**src/rtl/stopwatch_pkg.sv**
```systemverilog
// Shared types and defaults for the stopwatch control front end.
// Optional tick prescaler in stopwatch_ctrl is enabled by STOPWATCH_CTRL_TICK_EN.
package stopwatch_pkg;

    typedef enum logic [1:0] {
        ZERO  = 2'd0,
        WAIT1 = 2'd1,
        ONE   = 2'd2,
        WAIT0 = 2'd3
    } db_state_t;

    // 40 ms debounce and 0.1 s tick at 50 MHz
    localparam int unsigned DB_CYCLES_DEF = 2_000_000;
    localparam int unsigned TICK_DIV_DEF  = 5_000_000;

    // Counter width able to hold n-1, never narrower than one bit
    function automatic int unsigned cnt_width(input int unsigned n);
        return (n <= 2) ? 1 : $clog2(n);
    endfunction

endpackage

```
**src/rtl/debounce_fsm.sv**
```systemverilog
// One push-button chain: 2-FF synchronizer, four-state debounce FSM with a
// reload/down-counter, a debounced level and a registered one-cycle press pulse.
module debounce_fsm
    import stopwatch_pkg::*;
#(
    parameter int unsigned DB_CYCLES = DB_CYCLES_DEF
) (
    input  logic clock,
    input  logic reset,
    input  logic btn,
    output logic level,
    output logic press
);

    localparam int unsigned     CW     = cnt_width(DB_CYCLES);
    localparam logic [CW-1:0]   RELOAD = CW'(DB_CYCLES - 1);

    logic          sync1;
    logic          sync2;
    db_state_t     state;
    db_state_t     state_nx;
    logic [CW-1:0] cnt;
    logic [CW-1:0] cnt_nx;
    logic          press_nx;

    // Bring the raw asynchronous button into the clock domain
    always_ff @(posedge clock) begin
        if (reset) begin
            sync1 <= 1'b0;
            sync2 <= 1'b0;
        end else begin
            sync1 <= btn;
            sync2 <= sync1;
        end
    end

    // Debounce state, stability counter and registered press pulse
    always_ff @(posedge clock) begin
        if (reset) begin
            state <= ZERO;
            cnt   <= '0;
            press <= 1'b0;
        end else begin
            state <= state_nx;
            cnt   <= cnt_nx;
            press <= press_nx;
        end
    end

    // Next-state logic: a level change is accepted only after the synchronized
    // input has stayed at the new value through a full reload countdown
    always_comb begin
        state_nx = state;
        cnt_nx   = cnt;
        press_nx = 1'b0;
        case (state)
            ZERO: begin
                if (sync2) begin
                    state_nx = WAIT1;
                    cnt_nx   = RELOAD;
                end
            end
            WAIT1: begin
                if (!sync2) begin
                    state_nx = ZERO;
                end else if (cnt != '0) begin
                    cnt_nx = cnt - 1'b1;
                end else begin
                    state_nx = ONE;
                    press_nx = 1'b1;
                end
            end
            ONE: begin
                if (!sync2) begin
                    state_nx = WAIT0;
                    cnt_nx   = RELOAD;
                end
            end
            WAIT0: begin
                if (sync2) begin
                    state_nx = ONE;
                end else if (cnt != '0) begin
                    cnt_nx = cnt - 1'b1;
                end else begin
                    state_nx = ZERO;
                end
            end
            default: begin
                state_nx = ZERO;
            end
        endcase
    end

    assign level = (state == ONE) || (state == WAIT0);

endmodule

```
**src/rtl/stopwatch_ctrl.sv**
```systemverilog
// Stopwatch control front end: debounces go/clr/up buttons and produces the
// enable, clr and up controls for the counter stage.
// Define STOPWATCH_CTRL_TICK_EN to compile in the 0.1 s tick prescaler;
// otherwise tick is tied low and TICK_DIV is ignored.
module stopwatch_ctrl
    import stopwatch_pkg::*;
#(
    parameter int unsigned DB_CYCLES = DB_CYCLES_DEF,
    parameter int unsigned TICK_DIV  = TICK_DIV_DEF
) (
    input  logic clock,
    input  logic reset,
    input  logic btn_go,
    input  logic btn_clr,
    input  logic btn_up,
    output logic enable,
    output logic clr,
    output logic up,
    output logic tick
);

    logic [2:0] btn_level;
    logic       go_press;
    logic       clr_press;
    logic       up_press;

    debounce_fsm #(.DB_CYCLES(DB_CYCLES)) u_db_go (
        .clock (clock),
        .reset (reset),
        .btn   (btn_go),
        .level (btn_level[0]),
        .press (go_press)
    );

    debounce_fsm #(.DB_CYCLES(DB_CYCLES)) u_db_clr (
        .clock (clock),
        .reset (reset),
        .btn   (btn_clr),
        .level (btn_level[1]),
        .press (clr_press)
    );

    debounce_fsm #(.DB_CYCLES(DB_CYCLES)) u_db_up (
        .clock (clock),
        .reset (reset),
        .btn   (btn_up),
        .level (btn_level[2]),
        .press (up_press)
    );

    // Control registers; every decision uses the pre-update enable, clr beats go,
    // and a direction change is allowed when stopped or when clr stops us now
    always_ff @(posedge clock) begin
        if (reset) begin
            enable <= 1'b0;
            clr    <= 1'b0;
            up     <= 1'b0;
        end else begin
            clr <= clr_press;
            if (clr_press) begin
                enable <= 1'b0;
            end else if (go_press) begin
                enable <= ~enable;
            end
            if (up_press && (!enable || clr_press)) begin
                up <= ~up;
            end
        end
    end

`ifdef STOPWATCH_CTRL_TICK_EN
    localparam int unsigned     TW        = cnt_width(TICK_DIV);
    localparam logic [TW-1:0]   TICK_LAST = TW'(TICK_DIV - 1);

    logic [TW-1:0] tick_cnt;

    // Prescaler advances only while running so stop/restart keeps the phase;
    // a clear event restarts the period from zero
    always_ff @(posedge clock) begin
        if (reset) begin
            tick_cnt <= '0;
            tick     <= 1'b0;
        end else if (clr_press) begin
            tick_cnt <= '0;
            tick     <= 1'b0;
        end else if (enable) begin
            if (tick_cnt == TICK_LAST) begin
                tick_cnt <= '0;
                tick     <= 1'b1;
            end else begin
                tick_cnt <= tick_cnt + 1'b1;
                tick     <= 1'b0;
            end
        end else begin
            tick <= 1'b0;
        end
    end
`else
    assign tick = 1'b0;
`endif

endmodule

```
**config.mk**
```make
export PLATFORM = sky130hd
export DESIGN_NAME = stopwatch_ctrl
export DESIGN_NICKNAME = d
export VERILOG_FILES = /design/src/rtl/stopwatch_pkg.sv /design/src/rtl/debounce_fsm.sv /design/src/rtl/stopwatch_ctrl.sv
export SDC_FILE = /design/constraint.sdc
export NUM_CORES = 1
export LEC_CHECK = 0
export CORE_MARGIN = 10
export CORE_UTILIZATION = 25
export CTS_CLUSTER_DIAMETER = 150
export DETAILED_ROUTE_END_ITERATION = 10
export PLACE_DENSITY_LB_ADDON = 0.3
export RECOVER_POWER = 25
export SYNTH_ARGS = -nofsm -noshare
export SYNTH_HDL_FRONTEND = slang
export SYNTH_SLANG_ARGS = --single-unit
```
**constraint.sdc**
```tcl
create_clock -name clock -period 2.05 [get_ports clock]
set_input_delay 0.205 -clock clock [delete_from_list [all_inputs] [get_ports clock]]
set_output_delay 0.205 -clock clock [all_outputs]
set_load 0.005 [all_outputs]
```
==> flow_summary.toml, run 1 <==
[outcome]
status = "complete, no violations"

[worst_setup_path]
path_delay_family = "simple AND/OR/NAND/NOR gates"
cp_max_fo = 6
crit_path_frequent_cell = "or4_4"
r2r-end = "u_db_clr.cnt[18]"
critPathCaptureType = "flop"
crit_arrival_ns = 2.21
ff2ff_setup_slack_ns = 0.04
worstRegToRegCells = 5
critPathKind = "flop to flop"
cp.required_ns = 2.25
worstReg2RegStart = "u_db_clr.cnt[15]"
cpPeakStageDelay_ns = 0.55
cpMaxStageDelayCell = "or4_4"
start_kind = "flop"
crit_buf_inv = 0
crit_chain = "or4_4 > or4_4 > o2111ai_1 > xor2_1 > a21oi_1"

[timing]
fin_tns_setup_ns = 0
worstMarginPinSlew_ns = 0.655
max_freq_mhz = 497
max_slew_margin_pct = 56.0
slew_viol_final = 0
fin_ws_ns = 0.0384
post-route-min-period_ns = 2.01
fin_worst_skew_ns = 0.00638
hold_viol_final = 0
fin_crit_sh_pct = 98.1
rsz0062_at_grt = "true"
setup_viol = 0

[finish]
num_antenna_cells = 0
drive_gt1_share_pct = 23.5
multi_input_area_um2 = 2420
regArea_um2 = 1630
area_growth_pct = 28.8
fillerInstances = 1665
finalNetCount = 509

[clock_tree]
ctsHtreeMaxLevel = 3
cts_tree = "built"
clk_pin_slew_ns = 0.07
clkLatencyLatePin_ns = 0.34
cts-buffers-inserted = 9
clockBufferDepth = 2
cts_root_buffer = "clkbuf_16"
clock-sinks = 81

[synthesis]
synthArstFlopShare_pct = 0
yosysTopAreaCell = "dfxtp_1"
ys_seq_elements = 81
syn-cell-area_um2 = 4010
syn_avg_cell_area_um2 = 9.11
syn_nets = 451
yosysWarnings = 0
synthCells = 440
synth_edf_count = 0
synth_flop_cell = "dfxtp_1"
ys_seq_area_share_pct = 40.5
ys_types = 65
netlist_top_cells_area = "dfxtp_1 (40%), xnor2_1 (5.9%), a21oi_1 (5.9%)"
synth_top_area_share_pct = 40.5

[min_path]
hold_start = "reset"
holdPathStages = 4
hp-class = "input pin to flop"
hold_end = "u_db_clr.cnt[2]"

[die]
die_area_um2 = 21500
rows = 46
die_y_um = 147
die_w_um = 147
initial_utilization_pct = 25.4
ios = 9
core-area_um2 = 15800

[power_and_ir_drop]
peakVddDrop_v = 0.000345
p_leak_nw = 1.85
p_per_area_nw_per_um2 = 856

[grt]
grt_usage_pct = 8.85
grt_pass1_wl_mm = 16.3
antenna_found_initial = 0
grt_max_degree = 57
gr-total-overflow = 0
grt_pass1_vias = 3405

[place]
port_buffers = 7
pre_cts_ws_ns = -0.00766
dp_hpwl_mm = 6.53
place.gp.congestion = 0.825

[drt]
wirelength_mm = 9.42
ant_nets = 0
drt-pass1-iter-count = 4
drcViolationCount = 0
drtIter0Drc = 266
vias = 3477
wire_per_inst_um = 13.1
via_per_inst = 4.84

[flow_run]
cap_violations = 0
-- cells by family after synthesis --
family                   Yosys count  synth area share [%]
buffers and inverters             29                  3.00
other                              1                0.0936
AND/OR/NAND/NOR                  166                  25.0
flip-flops                        81                  40.5
XOR/XNOR                          46                  10.1
AO/OA/AOI/OAI                    109                  19.0
multiplexers                       2                 0.500
adder cells (fa/ha/maj)            6                  1.87
-- layout by cell type (no fill, tap or decap), drive strengths merged, types with 9 or more instances in the layout --
master	count
nand4	9
nor2	39
a21oi	47
xor2	19
or4	18
nor4	14
nand2	17
xnor2	27
nor3	16
inv	12
buf	59
clkbuf	10
dfxtp	81
nand3	9
-- through the flow --
step                      hold WS [ns]  instance area [µm²]  utilization (%)  instances  total power [mW]
final                            0.279                 5160             32.7        719              4.42
after global routing             0.308                 5160             32.7        719              4.67
after CTS                        0.272                 4950             31.4        711              4.31
after detailed placement         0.428                 4660             29.5        695              2.75
after global placement           0.424                 4660             29.5        695              2.74
after floorplan                  0.333                 4030                -        440              2.45
-- state kept, by name, indices dropped and copies added, names as in the netlist, named ones only --
signal / cells
u_db_clr.cnt: 21
u_db_go.cnt: 21
u_db_up.cnt: 21
clr: 1
enable: 1
u_db_clr.press: 1
u_db_clr.state: 1
u_db_clr.sync1: 1
u_db_clr.sync2: 1
u_db_go.press: 1
u_db_go.state: 1
u_db_go.sync1: 1
u_db_go.sync2: 1
u_db_up.press: 1
u_db_up.state: 1
u_db_up.sync1: 1
u_db_up.sync2: 1
up: 1
-- routing by layer --
layer / vias up / GRT usage, % / share of wire [%]
li1: 1766 / - / -
met1: 1666 / 11.6 / 49
met2: 34 / 13.5 / 47
met3: 11 / 1.98 / 2.4
met4: 0 / 4.05 / 1.7
met5: - / 0 / 0
-- synth_stat cells, drive strengths merged (2+ instances only) --
library cell and number:
xor2 19, nand2b 8, o31ai 7, o21ai 6
xnor2 27, a21bo 2, nand4b 2, or4 18
mux2i 2, nor2 39, a221oi 2, a211oi 5
a31oi 8, clkbuf 11, nor3 16, a2111oi 3
nand4 9, ha 6, o2111ai 6, a311oi 5
or2 2, nor2b 7, a41o 2, nor4b 7
a31o 2, nor4 14, nand2 17, nand3 9
nor3b 3, buf 8, or3 7, o211ai 6
dfxtp 81, and3 2, nand3b 2, a21oi 47
o21a 2, inv 10
-- worst max path at each step --
stage	slack (ns)	from	depth (start not counted)	endpoint
3_5_place_dp	-0.008	u_db_go.cnt[4]	5	u_db_go.cnt[1]
6_report	0.04	u_db_clr.cnt[15]	5	u_db_clr.cnt[18]
3_3_place_gp	0.05	u_db_go.cnt[8]	7	u_db_go.cnt[20]
4_1_cts	0.0008	u_db_clr.cnt[15]	5	u_db_clr.cnt[17]
5_1_grt	-0.06	u_db_clr.cnt[15]	5	u_db_clr.cnt[18]
2_1_floorplan	-0.04	u_db_clr.cnt[13]	7	u_db_clr.cnt[17]
-- timing repair --
| action | CTS | global route |
|---|---|---|
| hold buffers | 0 | 0 |
| buffers inserted | 0 | 7 |
| pin swaps | 0 | 12 |
| gates cloned | 0 | 1 |
| endpoints found under the hold margin | 0 | 0 |
| resized for setup | 3 | 33 |
| setup endpoints to repair | 3 | 37 |
-- final cells by class --
cell class | count | area share, %
clock buffers | 9 | 4.36
clock inverters | 7 | 1.07
inverters | 10 | 0.727
multi-input cells | 330 | 46.8
flip-flops and latches | 81 | 31.5
well taps | 216 | 5.24
repair buffers | 66 | 10.2
-- worst min-delay path, stage by stage --
cell and delay (ns):
buf_2 0.09, inv_1 0.13, o221ai_1 0.11, nor2_1 0.04
-- power by group --
group	total, mW	internal [mW]	switching (mW)
registers	1.77	1.67	0.0985
logic	1.12	0.545	0.575
clock network	1.52	0.831	0.693
total	4.42	3.05	1.37
Power figures use the tool's default switching activity.
==> run 2, diff against run 1 <==
==> constraint.sdc (replaced) <==
create_clock -name clock -period 2.5 [get_ports clock]
set_input_delay 0.25 -clock clock [delete_from_list [all_inputs] [get_ports clock]]
set_output_delay 0.25 -clock clock [all_outputs]
set_load 0.005 [all_outputs]
==> run 2 against run 1 <==
  * Maximum frequency shrank 13%
  * Total power shrank 23%
  * Setup slack gained 0.16 ns
  * Combinational power shrank 42%
  * Sequential power shrank 18%
  * First-iteration DRC count shrank 35%
  * Critical path depth grew 1
  * Global-route usage shrank 0.43 points
  * Worst hold slack gained 0.066 ns
  * Register-to-register slack gained 0.16 ns
  * Critical path type unchanged
==> flow_summary.toml, run 2 (synthesized netlist as in run 1, its figures left out) <==
[timing]
fin_worst_skew_ns = 0.00727
worstMarginPinSlew_ns = 0.625
max_freq_mhz = 434
max_slew_margin_pct = 58.1
setup_viol = 0
worst_hold_slack_ns = 0.345
rsz0062_at_grt = "false"
post-route-min-period_ns = 2.30
fin_crit_sh_pct = 92.2
fin_tns_setup_ns = 0
fin_ws_ns = 0.196
slew_viol_final = 0
hold_viol_final = 0

[die]
die_w_um = 147
initial_utilization_pct = 25.4
die_y_um = 147
die_area_um2 = 21500
core-area_um2 = 15800
ios = 9
rows = 46

[clock_tree]
clockBufferDepth = 2
clk_pin_slew_ns = 0.06
cts_hold_buf = 0
ctsHtreeMaxLevel = 3
clkLatencyLatePin_ns = 0.33
cts_tree = "built"
clock-sinks = 81
post_cts_resized = 0
post_cts_buffers = 0
cts-buffers-inserted = 9
cts_root_buffer = "clkbuf_16"

[drt]
via_per_inst = 4.92
wirelength_mm = 8.89
vias = 3322
drcViolationCount = 0
ant_nets = 0
drt-pass1-iter-count = 4
drtIter0Drc = 173
wire_per_inst_um = 13.2

[place]
place.gp.congestion = 0.847
place_area_um2 = 4370
port_buffers = 7
pre_cts_ws_ns = 0.272
dp_hpwl_mm = 6.18

[grt]
gr-total-overflow = 0
grt_max_degree = 57
grt.busiest_layer = "met2"
grt_pass1_vias = 3185
grt_use_met2_pct = 13.3
antenna_found_initial = 0
grt_usage_pct = 8.42
met3_usage_pct = 2.22
grt_pass1_wl_mm = 15.3
grt_use_met1_pct = 10.7

[power_and_ir_drop]
p_per_area_nw_per_um2 = 730
p_leak_nw = 1.60
peakVddDrop_v = 0.000333

[min_path]
hp-class = "input pin to flop"

[finish]
area_growth_pct = 16.2
final_common_cell = "dfxtp_1"
reg_top3 = "u_db_clr.cnt (21), u_db_go.cnt (21), u_db_up.cnt (21)"
drive_gt1_share_pct = 10.2
finalNetCount = 465
num_antenna_cells = 0
final_area_um2 = 4660
layout_common_cells = "dfxtp_1 (81), a21oi_1 (47), nor2_1 (39), xnor2_1 (27), xor2_1 (19)"

[worst_setup_path]
crit_arrival_ns = 2.56
start_kind = "flop"
critPathKind = "flop to flop"
cp.required_ns = 2.76
cp_max_fo = 8
critPathCaptureType = "flop"

[flow_run]
cap_violations = 0

[outcome]
status = "complete, no violations"
[run 2: changes by cell type in the layout (fill, tap and decap cells not counted), sizes merged]
| cell | change |
|---|---|
| buf | -46 |
| clkbuf | +8 |
| clkinv | -1 |
| clkinvlp | -3 |
| inv | -2 |
[run 2: per-layer routing]
layer	vias to the layer above	wire length [µm]
met1	1615	4460
li1	1672	-
met3	2	192
met2	33	4190
met4	0	49
met5	-	0
[run 2: stage by stage]
stage | instances | total power, mW | utilization [%]
floorplan | 440 | 1.98 | -
global placement | 659 | 2.14 | 27.7
detailed placement | 659 | 2.15 | 27.7
CTS | 675 | 3.46 | 29.6
global route | 675 | 3.59 | 29.5
finish | 675 | 3.40 | 29.5
[run 2: worst paths after layout]
kind / slack, ns / cells past startpoint / from / end
setup / recovery: 0.20 / 6 / u_db_go.cnt[8] / u_db_go.cnt[19]
hold reg to reg: 0.44 / 1 / u_db_up.sync1 / u_db_up.sync2
setup reg to reg: 0.20 / 6 / u_db_go.cnt[8] / u_db_go.cnt[19]
hold / removal: 0.34 / 4 / reset / u_db_clr.cnt[2]
[run 2: final cells by class]
class | instances | area, µm²
clock buffer | 15 | 288
inverter | 10 | 37.5
sequential | 81 | 1620
multi-input combinational | 330 | 2260
timing repair buffer | 22 | 166
fill | 1704 | 11100
clock inverter | 1 | 7.51
tap | 216 | 270
[run 2: report_power, final]
| part | total (mW) | internal, mW | switching, mW | leakage [nW] |
|---|---|---|---|---|
| Clock | 1.28 | 0.783 | 0.502 | 0.142 |
| Sequential | 1.46 | 1.37 | 0.0884 | 0.661 |
| Combinational | 0.654 | 0.268 | 0.386 | 0.801 |
[run 2: critical path, cell delays in order, from the launching register on]
cell,delay [ns]
dfxtp_1,0.35
or4_1,0.68
nor4b_4,0.24
clkbuf_1,0.40
a2111oi_4,0.17
a21bo_2,0.24
a31oi_1,0.15
==> run 3, diff against run 2 <==
--- a/config.mk
+++ b/config.mk
@@ -9,6 +9,7 @@
 export CORE_UTILIZATION = 25
 export CTS_CLUSTER_DIAMETER = 150
 export DETAILED_ROUTE_END_ITERATION = 10
+export GPL_ROUTABILITY_DRIVEN = 0
 export PLACE_DENSITY_LB_ADDON = 0.3
 export RECOVER_POWER = 25
 export SYNTH_ARGS = -nofsm -noshare
==> results of run 3 <==
Final layout, timing and power as in run 2 (identical DEF).
